## config.mk

```make
export PLATFORM = sky130hd
export DESIGN_NAME = video_timing_gen_flat
export DESIGN_NICKNAME = d
export VERILOG_FILES = /design/src/rtl/video_timing_pkg.sv /design/src/rtl/video_timing_gen_if.sv /design/src/rtl/sig_delay.sv /design/src/rtl/video_timing_gen.sv /design/src/flat_wrapper.sv
export SDC_FILE = /design/constraint.sdc
export NUM_CORES = 1
export LEC_CHECK = 0
export CAP_MARGIN = 0
export CORE_MARGIN = 4
export CORE_UTILIZATION = 35
export CTS_CLUSTER_SIZE = 10
export DETAILED_ROUTE_END_ITERATION = 8
export GPL_TIMING_DRIVEN = 0
export SYNTH_ARGS = -nofsm -noshare
export SYNTH_HDL_FRONTEND = slang
export SYNTH_SLANG_ARGS = --single-unit
```

## constraint.sdc

```tcl
create_clock -name vga_clk -period 6.2 [get_ports vga_clk]
set_input_delay 0.62 -clock vga_clk [delete_from_list [all_inputs] [get_ports vga_clk]]
set_output_delay 0.62 -clock vga_clk [all_outputs]
set_load 0.01 [all_outputs]
```

## src/rtl/video_timing_pkg.sv

```systemverilog
// rtl/video_timing_pkg.sv - shared raster totals and colour-bar table
package video_timing_pkg;

    localparam int BAR_COUNT = 8;

    // {r, g, b} channel enables per bar, leftmost bar at index 0
    localparam logic [BAR_COUNT-1:0][2:0] BAR_MASK = {
        3'b000, 3'b001, 3'b100, 3'b101, 3'b010, 3'b011, 3'b110, 3'b111
    };

    function automatic int h_total(input int disp, input int front, input int sync, input int back);
        return disp + front + sync + back;
    endfunction

    function automatic int v_total(input int disp, input int front, input int sync, input int back);
        return disp + front + sync + back;
    endfunction

endpackage

```

## src/rtl/video_timing_gen_if.sv

```systemverilog
// rtl/video_timing_gen_if.sv - pixel request and video output bundle
interface video_timing_gen_if #(
    parameter int CNT_W = 11,
    parameter int PIX_W = 16
);
    logic             data_req;
    logic [CNT_W-1:0] pixel_xpos;
    logic [CNT_W-1:0] pixel_ypos;
    logic             frame_start;
    logic             line_start;
    logic [PIX_W-1:0] pixel_data;
    logic             vga_hs;
    logic             vga_vs;
    logic             vga_en;
    logic [PIX_W-1:0] vga_rgb;

    modport master (
        output data_req, pixel_xpos, pixel_ypos, frame_start, line_start,
        output vga_hs, vga_vs, vga_en, vga_rgb,
        input  pixel_data
    );

    modport slave (
        input  data_req, pixel_xpos, pixel_ypos, frame_start, line_start,
        input  vga_hs, vga_vs, vga_en, vga_rgb,
        output pixel_data
    );
endinterface

```

## src/rtl/sig_delay.sv

```systemverilog
// rtl/sig_delay.sv - fixed-depth register delay line with async clear
module sig_delay #(
    parameter int WIDTH = 1,
    parameter int DEPTH = 1
) (
    input  logic             clk,
    input  logic             rst_n,
    input  logic [WIDTH-1:0] d,
    output logic [WIDTH-1:0] q
);
    logic [WIDTH-1:0] stages [DEPTH];

    always_ff @(posedge clk or negedge rst_n) begin
        if (!rst_n) begin
            for (int i = 0; i < DEPTH; i++) stages[i] <= '0;
        end else begin
            stages[0] <= d;
            for (int i = 1; i < DEPTH; i++) stages[i] <= stages[i-1];
        end
    end

    assign q = stages[DEPTH-1];
endmodule

```

## src/rtl/video_timing_gen.sv

```systemverilog
// rtl/video_timing_gen.sv - raster timing generator with pixel-fetch lead and colour bars
module video_timing_gen
    import video_timing_pkg::*;
#(
    parameter int H_DISP   = 1024,
    parameter int H_FRONT  = 24,
    parameter int H_SYNC   = 136,
    parameter int H_BACK   = 160,
    parameter int V_DISP   = 768,
    parameter int V_FRONT  = 3,
    parameter int V_SYNC   = 6,
    parameter int V_BACK   = 29,
    parameter bit HS_POL   = 1'b1,
    parameter bit VS_POL   = 1'b1,
    parameter int R_W      = 5,
    parameter int G_W      = 6,
    parameter int B_W      = 5,
    parameter int CNT_W    = 11,
    parameter int REQ_LEAD = 1
) (
    input  logic               vga_clk,
    input  logic               sys_rst_n,
    input  logic               pattern_en,
    video_timing_gen_if.master vif
);
    localparam int H_TOTAL  = h_total(H_DISP, H_FRONT, H_SYNC, H_BACK);
    localparam int V_TOTAL  = v_total(V_DISP, V_FRONT, V_SYNC, V_BACK);
    localparam int HS_BEGIN = H_DISP + H_FRONT;
    localparam int HS_END   = HS_BEGIN + H_SYNC;
    localparam int VS_BEGIN = V_DISP + V_FRONT;
    localparam int VS_END   = VS_BEGIN + V_SYNC;
    localparam int BAR_W    = H_DISP / BAR_COUNT;
    localparam int PIX_W    = R_W + G_W + B_W;
    localparam int DLY_W    = CNT_W + 3;

    generate
        if (REQ_LEAD < 1 || REQ_LEAD > 4) begin : g_bad_lead
            $fatal(1, "video_timing_gen: REQ_LEAD must be in 1..4");
        end
        if (H_TOTAL > (1 << CNT_W) || V_TOTAL > (1 << CNT_W)) begin : g_bad_cnt
            $fatal(1, "video_timing_gen: CNT_W too small for the raster totals");
        end
    endgenerate

    logic [CNT_W-1:0] cnt_h, cnt_v;
    int               h_pos, v_pos;
    logic             h_last, v_last, h_act, v_act, hs_flag, vs_flag;

    assign h_pos   = 32'(cnt_h);
    assign v_pos   = 32'(cnt_v);
    assign h_last  = (h_pos == H_TOTAL - 1);
    assign v_last  = (v_pos == V_TOTAL - 1);
    assign h_act   = (h_pos < H_DISP);
    assign v_act   = (v_pos < V_DISP);
    assign hs_flag = (h_pos >= HS_BEGIN) && (h_pos < HS_END);
    assign vs_flag = (v_pos >= VS_BEGIN) && (v_pos < VS_END);

    always_ff @(posedge vga_clk or negedge sys_rst_n) begin
        if (!sys_rst_n) begin
            cnt_h <= '0;
            cnt_v <= '0;
        end else if (h_last) begin
            cnt_h <= '0;
            cnt_v <= v_last ? '0 : cnt_v + 1'b1;
        end else begin
            cnt_h <= cnt_h + 1'b1;
        end
    end

    // Request stage: one register after the counters, sync flags travel alongside
    logic req_hs, req_vs;

    always_ff @(posedge vga_clk or negedge sys_rst_n) begin
        if (!sys_rst_n) begin
            vif.data_req    <= 1'b0;
            vif.pixel_xpos  <= '0;
            vif.pixel_ypos  <= '0;
            vif.frame_start <= 1'b0;
            vif.line_start  <= 1'b0;
            req_hs          <= 1'b0;
            req_vs          <= 1'b0;
        end else begin
            vif.data_req    <= h_act && v_act;
            vif.pixel_xpos  <= (h_act && v_act) ? cnt_h : '0;
            vif.pixel_ypos  <= (h_act && v_act) ? cnt_v : '0;
            vif.frame_start <= (cnt_h == '0) && (cnt_v == '0);
            vif.line_start  <= (cnt_h == '0) && v_act;
            req_hs          <= hs_flag;
            req_vs          <= vs_flag;
        end
    end

    logic [DLY_W-1:0] dly_in, dly_out;
    logic             d_hs, d_vs, d_en;
    logic [CNT_W-1:0] d_x;

    assign dly_in = {req_hs, req_vs, vif.data_req, vif.pixel_xpos};
    assign {d_hs, d_vs, d_en, d_x} = dly_out;

    sig_delay #(
        .WIDTH (DLY_W),
        .DEPTH (REQ_LEAD)
    ) u_delay (
        .clk   (vga_clk),
        .rst_n (sys_rst_n),
        .d     (dly_in),
        .q     (dly_out)
    );

    // Bar tracking follows the delayed x so colours line up with vga_en
    logic             pat_active;
    logic [2:0]       bar_idx, cur_idx;
    logic [CNT_W-1:0] bar_cnt, cur_cnt;
    logic [2:0]       mask;
    logic [PIX_W-1:0] bar_rgb;

    always_comb begin
        cur_idx = bar_idx;
        cur_cnt = bar_cnt;
        if (d_x == '0) begin
            cur_idx = '0;
            cur_cnt = '0;
        end
    end

    assign mask    = BAR_MASK[cur_idx];
    assign bar_rgb = {{R_W{mask[2]}}, {G_W{mask[1]}}, {B_W{mask[0]}}};

    always_ff @(posedge vga_clk or negedge sys_rst_n) begin
        if (!sys_rst_n) begin
            pat_active <= 1'b0;
            bar_idx    <= '0;
            bar_cnt    <= '0;
        end else begin
            if (h_last && v_last) pat_active <= pattern_en;
            if (d_en) begin
                if (cur_cnt == CNT_W'(BAR_W - 1) && cur_idx != 3'(BAR_COUNT - 1)) begin
                    bar_idx <= cur_idx + 3'd1;
                    bar_cnt <= '0;
                end else begin
                    bar_idx <= cur_idx;
                    bar_cnt <= cur_cnt + 1'b1;
                end
            end
        end
    end

    always_ff @(posedge vga_clk or negedge sys_rst_n) begin
        if (!sys_rst_n) begin
            vif.vga_hs  <= !HS_POL;
            vif.vga_vs  <= !VS_POL;
            vif.vga_en  <= 1'b0;
            vif.vga_rgb <= '0;
        end else begin
            vif.vga_hs  <= d_hs ? HS_POL : !HS_POL;
            vif.vga_vs  <= d_vs ? VS_POL : !VS_POL;
            vif.vga_en  <= d_en;
            vif.vga_rgb <= d_en ? (pat_active ? bar_rgb : vif.pixel_data) : '0;
        end
    end
endmodule

```

## src/flat_wrapper.sv

```systemverilog
// flat-port wrapper written by rule: the top's interface ports become plain ports
module video_timing_gen_flat import video_timing_pkg::*;
#(
    parameter int H_DISP   = 1024,
    parameter int H_FRONT  = 24,
    parameter int H_SYNC   = 136,
    parameter int H_BACK   = 160,
    parameter int V_DISP   = 768,
    parameter int V_FRONT  = 3,
    parameter int V_SYNC   = 6,
    parameter int V_BACK   = 29,
    parameter bit HS_POL   = 1'b1,
    parameter bit VS_POL   = 1'b1,
    parameter int R_W      = 5,
    parameter int G_W      = 6,
    parameter int B_W      = 5,
    parameter int CNT_W    = 11,
    parameter int REQ_LEAD = 1
)
  (vga_clk, sys_rst_n, pattern_en, vif_data_req, vif_pixel_xpos, vif_pixel_ypos, vif_frame_start, vif_line_start, vif_vga_hs, vif_vga_vs, vif_vga_en, vif_vga_rgb, vif_pixel_data);
  video_timing_gen_if #(.CNT_W(CNT_W), .PIX_W(16)) vif_i ();
  input  logic vga_clk;
  input  logic sys_rst_n;
  input  logic pattern_en;
  output wire logic [$bits(vif_i.data_req)-1:0] vif_data_req;
  output wire logic [$bits(vif_i.pixel_xpos)-1:0] vif_pixel_xpos;
  output wire logic [$bits(vif_i.pixel_ypos)-1:0] vif_pixel_ypos;
  output wire logic [$bits(vif_i.frame_start)-1:0] vif_frame_start;
  output wire logic [$bits(vif_i.line_start)-1:0] vif_line_start;
  output wire logic [$bits(vif_i.vga_hs)-1:0] vif_vga_hs;
  output wire logic [$bits(vif_i.vga_vs)-1:0] vif_vga_vs;
  output wire logic [$bits(vif_i.vga_en)-1:0] vif_vga_en;
  output wire logic [$bits(vif_i.vga_rgb)-1:0] vif_vga_rgb;
  input wire logic [$bits(vif_i.pixel_data)-1:0] vif_pixel_data;
  assign vif_data_req = vif_i.data_req;
  assign vif_pixel_xpos = vif_i.pixel_xpos;
  assign vif_pixel_ypos = vif_i.pixel_ypos;
  assign vif_frame_start = vif_i.frame_start;
  assign vif_line_start = vif_i.line_start;
  assign vif_vga_hs = vif_i.vga_hs;
  assign vif_vga_vs = vif_i.vga_vs;
  assign vif_vga_en = vif_i.vga_en;
  assign vif_vga_rgb = vif_i.vga_rgb;
  assign vif_i.pixel_data = vif_pixel_data;
  video_timing_gen #(.H_DISP(H_DISP), .H_FRONT(H_FRONT), .H_SYNC(H_SYNC), .H_BACK(H_BACK), .V_DISP(V_DISP), .V_FRONT(V_FRONT), .V_SYNC(V_SYNC), .V_BACK(V_BACK), .HS_POL(HS_POL), .VS_POL(VS_POL), .R_W(R_W), .G_W(G_W), .B_W(B_W), .CNT_W(CNT_W), .REQ_LEAD(REQ_LEAD)) u_core (.vga_clk(vga_clk), .sys_rst_n(sys_rst_n), .pattern_en(pattern_en), .vif(vif_i));
endmodule
```

After elaboration in Yosys (flattened, before gate mapping)
Memories as Yosys holds them, arrays and structs flattened. Index checks and enable logic that the tools add are counted.

Add/sub/neg operators: 4. Order comparisons: 7. Eq/ne operators: 4. Muxes and demuxes: 13. Reduce and logical (&&, ||, !) cells: 10.

Operators by type and width (count): two-way mux 11 bit (6); adder 11 x 1 -> 11 bit, second input constant (3); zero test 11 bit (3); two-way mux 16 bit (2); == test 11 bit, second input constant (2); less-than comparator 11 x 10 -> 1 bit, second input constant (2); less-than comparator 11 bit, second input constant (2); == test 11 x 7 -> 1 bit, second input constant (1); greater-or-equal comparator 11 x 10 -> 1 bit, second input constant (1); greater-or-equal comparator 11 bit, second input constant (1); two-way mux 3 bit (3); logical AND 1 bit (7); less-than comparator 3 x 4 -> 1 bit, second input constant (1); adder 3 x 1 -> 3 bit, second input constant (1); inequality test 3 bit, second input constant (1); two-way mux 1 bit (2).

Flip-flop bits (word level): 97. ROM bits: 24. Memories: 1.

Memories: (no name shown) (words 8, width 3, rd ports 1, clocked after Yosys merged registers in 0, wr ports 0, RTL line video_timing_gen.sv:126) `assign mask = BAR_MASK[cur_idx];`.

Logic depth before layout (Yosys ltp)
Gate-level depths: netlist of the first run.

Depth after elaboration: 6. Gate-level depth with buffers: 11.

Modules after synthesis
Synthesis of the first run repeated with hierarchy kept, for this count alone.

Cell total of the unflattened synthesis: 359. Area, all modules: 3957.5 um2.

Modules (own cells, without submodules): video_timing_gen (times used 1, cells an instance 345, area an instance 3607.2 um2, seq. area each 2077.0 um2); sig_delay (times used 1, cells an instance 14, area an instance 350.3 um2, seq. area each 350.3 um2).

Worst setup path before layout of the first run
OpenSTA, ideal clock, no wires.

Path kind: register to register. Start: register u_core.u_delay.stages (netlist bit u_core.u_delay.q[2]). End: register u_core.bar_idx[0]. Setup time: 65 ps. Arrival: 3139 ps. Setup slack: 2996 ps. Stages on the path, launching flop included: 12. Buffers on the path: 2. Period minus slack after synthesis: 3204 ps. Path through: dfrtp_1 > nor4_1 > nand3_1 > clkbuf_1 > and2_1 > ha_1 > ha_1 > or4_4 > or4_1 > buf_2 > nor3_1 > mux2_2.

Cells in the longest elaborated chain, start to end: 5. Elaborated cells between the ends (all ways): 8.

Ends and longest elaborated chain: start: declaration (RTL line sig_delay.sv:11) `logic [WIDTH-1:0] stages [DEPTH];`; zero test 11 bit (*) (RTL line video_timing_gen.sv:120) `if (d_x == '0) begin`; parallel branches: the longest is 3 deep, another holds adder 3 x 1 -> 3 bit; two-way mux 3 bit (*) (RTL line video_timing_gen.sv:137) `if (cur_cnt == CNT_W'(BAR_W - 1) && cur_idx != 3'(BAR_COUNT - 1)) begin`; end signal: assignment (RTL line video_timing_gen.sv:138) `bar_idx <= cur_idx + 3'd1;`; end signal: assignment (RTL line video_timing_gen.sv:141) `bar_idx <= cur_idx;`; end: declaration (RTL line video_timing_gen.sv:112) `logic [2:0] bar_idx, cur_idx;`.

Mark *: on every way between the ends. A chain may end at the register's enable or synchronous reset.

Worst setup path after layout of the first run
Start: register u_core.u_delay.stages (netlist bit u_core.u_delay.q[1]). End: register u_core.bar_idx[0].

The elaborated chain is that of the path after synthesis.

==> summary.txt, run 1 <==
Clock tree
  – Clock slew at reported path FFs: 70 ps
  – CTS tree: built
  – Clk_lat worst skew: 340 ps
  – Root Buffer: clkbuf_16
  – Clk buf depth: 2
  – Post-CTS sizing: 0
  – Clk sink count: 97
  – CTS H-Tree Depth: 3
  – Number of post-CTS setup repair buffers: 0
  – Hold_buf cts: 0
  – Total CTS buffers: 9

Synthesis
  – FF+latch count, synth: 97
  – Mapped Area: 0.003996 mm2
  – Post-synthesis average cell area: 11.01 um2
  – Top cells by area, synth: dfrtp_1 61%, nor2_1 4.3%, and2_1 3.1%, ha_1 2.5%, nor4_1 2.3%
  – Netlist cell types: 49
  – Async SR Flop Fraction: 100.0%
  – Count leader, synth: dfrtp_1
  – Primary FF master, synth: dfrtp_1
  – Seq/Total Area, Yosys: roughly three fifths
  – Post-synth EDFFs: 0
  – Post-synth top area cell: dfrtp_1
  – Yosys warnings: 0
  – Synthesized netlist cell count: approximately 360
  – Synth top cells by count: 97 x dfrtp_1, 46 x nor2_1, 21 x nand2_1, 20 x and2_1, 18 x nand3_1
  – Post-synth top area share: about three fifths

Layout
  – Fill cells: 1031
  – Antenna cells: 0
  – Reg area: 0.002427 mm2
  – Final core occ: 46.91%
  – Area growth from synthesis to layout: 28.93%
  – Nets: 465
  – Share of cells above drive strength 1: 7.675%
  – Area of the multi-input gates: 0.001453 mm2
  – Post-Layout Cell Count: 583

STA
  – Fin crit share: 62.13%
  – Worst clock skew: 5.507 ps
  – Worst slew pin tran: 1095 ps
  – Hold Violations, Final: 0
  – Minimum clock period: 3852 ps
  – Setup TNS: 0 ps
  – RSZ-0062 raised after global routing: false
  – Fmax: 259.6 MHz
  – Final setup fails: 0
  – Max-slew violations: 0
  – Worst rel slew slack: 26.32%

GRT
  – Vias in the first global route: slightly below 3000
  – First-pass GRT wire length: about 14 mm
  – Total track usage: 13.42%
  – Grt ovf: 0
  – Largest net degree at the start of global routing: 52
  – Initial antenna violation count: 0

Critical path
  – Critical path class: flip-flop to flip-flop
  – Crit-path max FO: 10
  – Worst Setup Start Kind: flip-flop
  – CP Capture Type: flip-flop
  – Worst EP required: 6480 ps
  – Worst Path Arrival: 4130 ps

Outcome
  – Status: complete, no violations

Drt
  – Drt first pass iters: 4
  – WL/cell: 14.58 um
  – DRC violations left: 0
  – Via density: roughly 5.1
  – DR vias: 2962
  – Final WL: around 8.5 mm
  – Initial DRC Count: 151
  – Final antenna-violating net count: 0

Placement
  – GP Congestion: around 0.84
  – Detailed-placement wirelength estimate: 5.922 mm
  – Buffers on Ports: 62
  – Placed instance count: 567

Power and ir drop
  – Worst VDD drop: 0.0001484 V
  – PD cells: 250.5 mW/mm2
  – Cell leakage power: 2.304 nW
  – Total chip power: 1.291 mW

Floorplan
  – Row Count: 38
  – Die Height: 114.9 um
  – Die width: 114.9 um
  – Core area: 0.01098 mm2
  – Initial Utilization: 36.39%
  – Die area: 0.01319 mm2
  – Ports: 63

Worst hold path
  – Worst Hold Class: input pin to asynchronous set/reset pin

Flow run
  – Max-cap violations: 0
flip-flops by register name (all words and copies together) (netlist names):
register and count:
u_core.vif.frame_start 1, u_core.req_vs 1, u_core.vif.vga_en 1, u_core.vif.data_req 1
u_core.vif.pixel_ypos 11, u_core.u_delay.q 14, u_core.vif.vga_rgb 16, u_core.bar_idx 3
u_core.vif.vga_vs 1, u_core.vif.line_start 1, u_core.vif.pixel_xpos 11, u_core.bar_cnt 11
u_core.cnt_v 11, u_core.req_hs 1, u_core.cnt_h 11, u_core.vif.vga_hs 1
u_core.pat_active 1
cell usage in the layout (no fill, tap or decap), types with 6 or more instances in the layout:
| cell type | n |
|---|---|
| dfrtp_1 | 97 |
| nor3_1 | 11 |
| and2_1 | 20 |
| clkdlybuf4s50_1 | 61 |
| nor4_1 | 15 |
| nand2_1 | 21 |
| o21ai_0 | 17 |
| and3_1 | 6 |
| inv_1 | 11 |
| a21oi_1 | 8 |
| a31oi_1 | 6 |
| nor2_1 | 46 |
| clkbuf_1 | 15 |
| nand3_1 | 18 |
| clkbuf_16 | 9 |
| ha_1 | 8 |
stage by stage:
step	hold slack (ps)	instance area [um2]	worst slack, ps
2_1_floorplan	324.4	4000	2996
3_3_place_gp	332.6	4796	876.5
3_5_place_dp	337.9	4821	2375
4_1_cts	331.4	5152	2353
5_1_grt	357.8	5152	2183
6_report	296.8	5152	2348
final cells by class:
class,count,area share [%]
flip-flops and latches,97,47.11
plain buffers,18,1.530
inverters,11,0.8014
multi-input cells,238,28.19
clock inverters,4,1.457
repair buffers,63,12.53
well taps,140,3.400
clock buffers,12,4.978
path summary, 6_finish.rpt:
check	from	endpoint	slack, ps	cells after the start
min in group vga_clk	u_core.req_hs$_DFF_PN0_	u_core.u_delay.q[13]$_DFF_PN0_	350	0
max in group asynchronous	sys_rst_n	u_core.cnt_h[8]$_DFF_PN0_	5260	2
setup / recovery	u_core.u_delay.q[1]$_DFF_PN0_	u_core.bar_idx[0]$_DFFE_PN0P_	2350	11
hold reg to reg	u_core.req_hs$_DFF_PN0_	u_core.u_delay.q[13]$_DFF_PN0_	350	0
setup reg to reg	u_core.u_delay.q[1]$_DFF_PN0_	u_core.bar_idx[0]$_DFFE_PN0P_	2350	11
hold / removal	sys_rst_n	u_core.bar_cnt[2]$_DFFE_PN0P_	300	1
per-layer routing:
metal / vias to the layer above / wire (um) / GRT usage [%]
met5: - / 0 / 0
met1: 1454 / 3763 / 17.48
li1: 1427 / - / -
met2: 68 / 4264 / 21.91
met3: 13 / 328 / 2.632
met4: 0 / 143 / 5.634
critical path, cell delays in order (launching register included):
cell and delay, ps:
dfrtp_1 390, nor4_1 480, nand3_1 340, clkbuf_1 290, and2_1 210, ha_1 190, ha_1 190, or4_4 430
or4_1 510, buf_2 170, nor3_1 370, mux2_2 240
power by group:
part / leakage [nW] / switching (mW) / internal, mW / total, mW
sequential: 1.22 / 0.00167 / 0.639 / 0.641
combinational: 0.924 / 0.0214 / 0.0231 / 0.0446
clock: 0.155 / 0.230 / 0.376 / 0.605
total: 2.30 / 0.253 / 1.04 / 1.29
kinds of logic (layout without fill, tap and decap cells):
| family | after synthesis | count (layout) | synth area share, % |
|---|---|---|---|
| buffers and inverters | 29 | 108 | 3.006 |
| other | 1 | 2 | 0.09384 |
| AOI/OAI and AO/OA | 51 | 51 | 8.235 |
| muxes | 7 | 7 | 1.847 |
| DFF | 97 | 97 | 60.74 |
| adders and majority gates | 8 | 8 | 2.505 |
| xor gates and xnor gates | 8 | 8 | 1.941 |
| and+or+nand+nor | 162 | 162 | 21.63 |
(Power assumes the default switching activity.)
==> inputs of run 2 (changes only) <==
Clock period 6.2 ns to 4 ns, I/O delays scaled along.
==> summary.txt, run 2 (synthesis gave the netlist of run 1 again) <==
Layout
  – Most common cell after layout, fill and taps aside: dfrtp_1
  – Antenna cells: 0 (unchanged)
  – Area of the multi-input gates: 0.001459 mm2 (+0.43%)
  – Area growth from synthesis to layout: 29.09%
  – Most frequent cells in the layout: 97 x dfrtp_1, 61 x clkdlybuf4s50_1, 46 x nor2_1, 21 x nand2_1, 20 x and2_1
  – Max reg flops: 16 (unchanged)
  – Share of cells above drive strength 1: 7.901% (+0.23 points)
  – Reg with most FFs: u_core.vif.vga_rgb
  – Reg area: 0.002427 mm2 (unchanged)
  – Nets: 465 (unchanged)
  – Fill cells: 1032 (+0.097%)
  – Final Cell Area: 0.005159 mm2 (+0.12%)

Floorplan
  – Core area: 0.01098 mm2 (unchanged)
  – Die Height: 114.9 um (unchanged)
  – Row Count: 38 (unchanged)
  – Initial Utilization: 36.39% (unchanged)
  – Die area: 0.01319 mm2 (unchanged)
  – Ports: 63 (unchanged)
  – Die width: 114.9 um (unchanged)

Critical path
  – CP Capture Type: flip-flop
  – Crit-path max FO: 10 (unchanged)
  – Crit-path cells: nor4_1 > nand3_1 > clkbuf_1 > and2_1 > ha_1 > ha_1 > or4_4 > or4_1 > buf_2 > nor3_1 > mux2_2
  – Worst EP required: 4280 ps (-2200 ps)
  – Max incr delay on CP: 510 ps (about the same)
  – Worst Setup Start Kind: flip-flop
  – Critical path class: flip-flop to flip-flop
  – RR Startpoint: u_core.u_delay.q[2]$_DFF_PN0_
  – R2R setup slack: 220 ps (-2130 ps)
  – CP most frequent cell: ha_1
  – Worst path buffer plus inverter count: 2 (unchanged)
  – Largest delay share family, worst path: simple AND/OR/NAND/NOR gates
  – Critical Path Start: u_core.u_delay.q[2]$_DFF_PN0_
  – Worst Path Arrival: 4060 ps (-70 ps)
  – Crit-path slowest cell: or4_1

STA
  – Hold Violations, Final: 0 (unchanged)
  – Worst slew pin tran: 1095 ps (-0.002563 ps)
  – Minimum clock period: 3780 ps (-71.99 ps)
  – Max-slew violations: 0 (unchanged)
  – Worst clock skew: 5.525 ps (+0.01813 ps)
  – Fin crit share: 94.51% (+32 points)
  – Final setup fails: 0 (unchanged)
  – RSZ-0062 raised after global routing: false
  – Hold Slack: 76.51 ps (-220.3 ps)
  – Worst rel slew slack: 26.32% (about the same)
  – Fmax: 264.5 MHz (+1.9%)

Drt
  – Initial DRC Count: 151 (unchanged)
  – WL/cell: 14.60 um (+0.13%)
  – Final WL: 8.510 mm (+0.13%)
  – Drt first pass iters: 4 (unchanged)
  – DRC violations left: 0 (unchanged)
  – Via density: 5.089 (+0.17%)
  – DR vias: 2967 (+0.17%)
  – Final antenna-violating net count: 0 (unchanged)

GRT
  – First-pass GRT wire length: 14.09 mm (unchanged)
  – Largest net degree at the start of global routing: 52 (unchanged)
  – Vias in the first global route: 2937 (unchanged)
  – Total track usage: 13.42% (unchanged)
  – Initial antenna violation count: 0 (unchanged)
  – Grt ovf: 0 (unchanged)

Outcome
  – Status: complete, no violations

Placement
  – Detailed-placement wirelength estimate: 5.922 mm (unchanged)
  – GP Congestion: 0.8413 (unchanged)
  – Buffers on Ports: 62 (unchanged)
  – Post-Place Cell Area: 0.004821 mm2 (unchanged)

Clock tree
  – Clock slew at reported path FFs: 70 ps (about the same)
  – Hold_buf cts: 0 (unchanged)
  – Clk buf depth: 2 (unchanged)
  – CTS tree: built
  – Root Buffer: clkbuf_16
  – Clk sink count: 97 (unchanged)
  – Total CTS buffers: 9 (unchanged)
  – CTS H-Tree Depth: 3 (unchanged)
  – Clk_lat worst skew: 340 ps (about the same)
  – Number of post-CTS setup repair buffers: 0 (unchanged)
  – Post-CTS sizing: 0 (unchanged)

Flow run
  – Max-cap violations: 0 (unchanged)

Worst hold path
  – Worst Hold Class: input pin to asynchronous set/reset pin

Power and ir drop
  – Cell leakage power: 2.304 nW (about the same)
  – PD cells: 387.8 mW/mm2 (+55%)
  – Worst VDD drop: 0.0002300 V (+55%)
-- run 2: cell counts in the layout (fill, tap and decap cells not counted) --
No cell type changed its count.
-- run 2: cell type report --
class / instances / area share, %
clock buffer: 12 / 4.972
tap: 140 / 3.396
clock inverter: 4 / 1.455
sequential: 97 / 47.05
buffer: 18 / 1.528
inverter: 11 / 0.8004
multi-input combinational: 238 / 28.28
timing repair buffer: 63 / 12.52
-- run 2: path summary, 6_finish.rpt --
kind                            depth (start not counted)                        endpoint
worst max-delay path                                   11   u_core.bar_idx[0]$_DFFE_PN0P_
worst min-delay path                                    1   u_core.bar_cnt[2]$_DFFE_PN0P_
max in group asynchronous                               2       u_core.cnt_h[8]$_DFF_PN0_
min in group vga_clk                                    0  u_core.u_delay.q[13]$_DFF_PN0_
worst min register to register                          0  u_core.u_delay.q[13]$_DFF_PN0_
worst max register to register                         11   u_core.bar_idx[0]$_DFFE_PN0P_
-- run 2: worst reg2reg max path, delay by kind of cell (launching register included) --
family	cells	cell delay (ps)
fa+ha+maj	2	380
buf+inv	2	450
flops	1	360
mux	1	240
simple gates	6	2290
-- run 2: per-layer routing --
metal	routed length (um)	part of all wire, %	GRT usage (%)
met1	3782	44	17.48
met2	4269	50	21.91
met3	311	3.7	2.632
met4	146	1.7	5.634
met5	0	0	0
-- run 2: power breakdown --
part | switching, mW | internal [mW]
registers | 0.00259 | 0.990
logic | 0.0332 | 0.0358
clock network | 0.357 | 0.582
total | 0.392 | 1.61
-- run 2: stage by stage --
stage          TNS (ps)  instances  util [%]  power [mW]  setup slack [ps]
2_1_floorplan         0        364         -       1.023             796.2
3_3_place_gp    -106480        566     43.67       1.080             -1103
3_5_place_dp          0        567     43.89       1.084             175.0
4_1_cts               0        583     46.91       2.033             152.6
5_1_grt               0        583     46.97       2.077             20.01
6_report              0        583     46.97       2.001             219.7
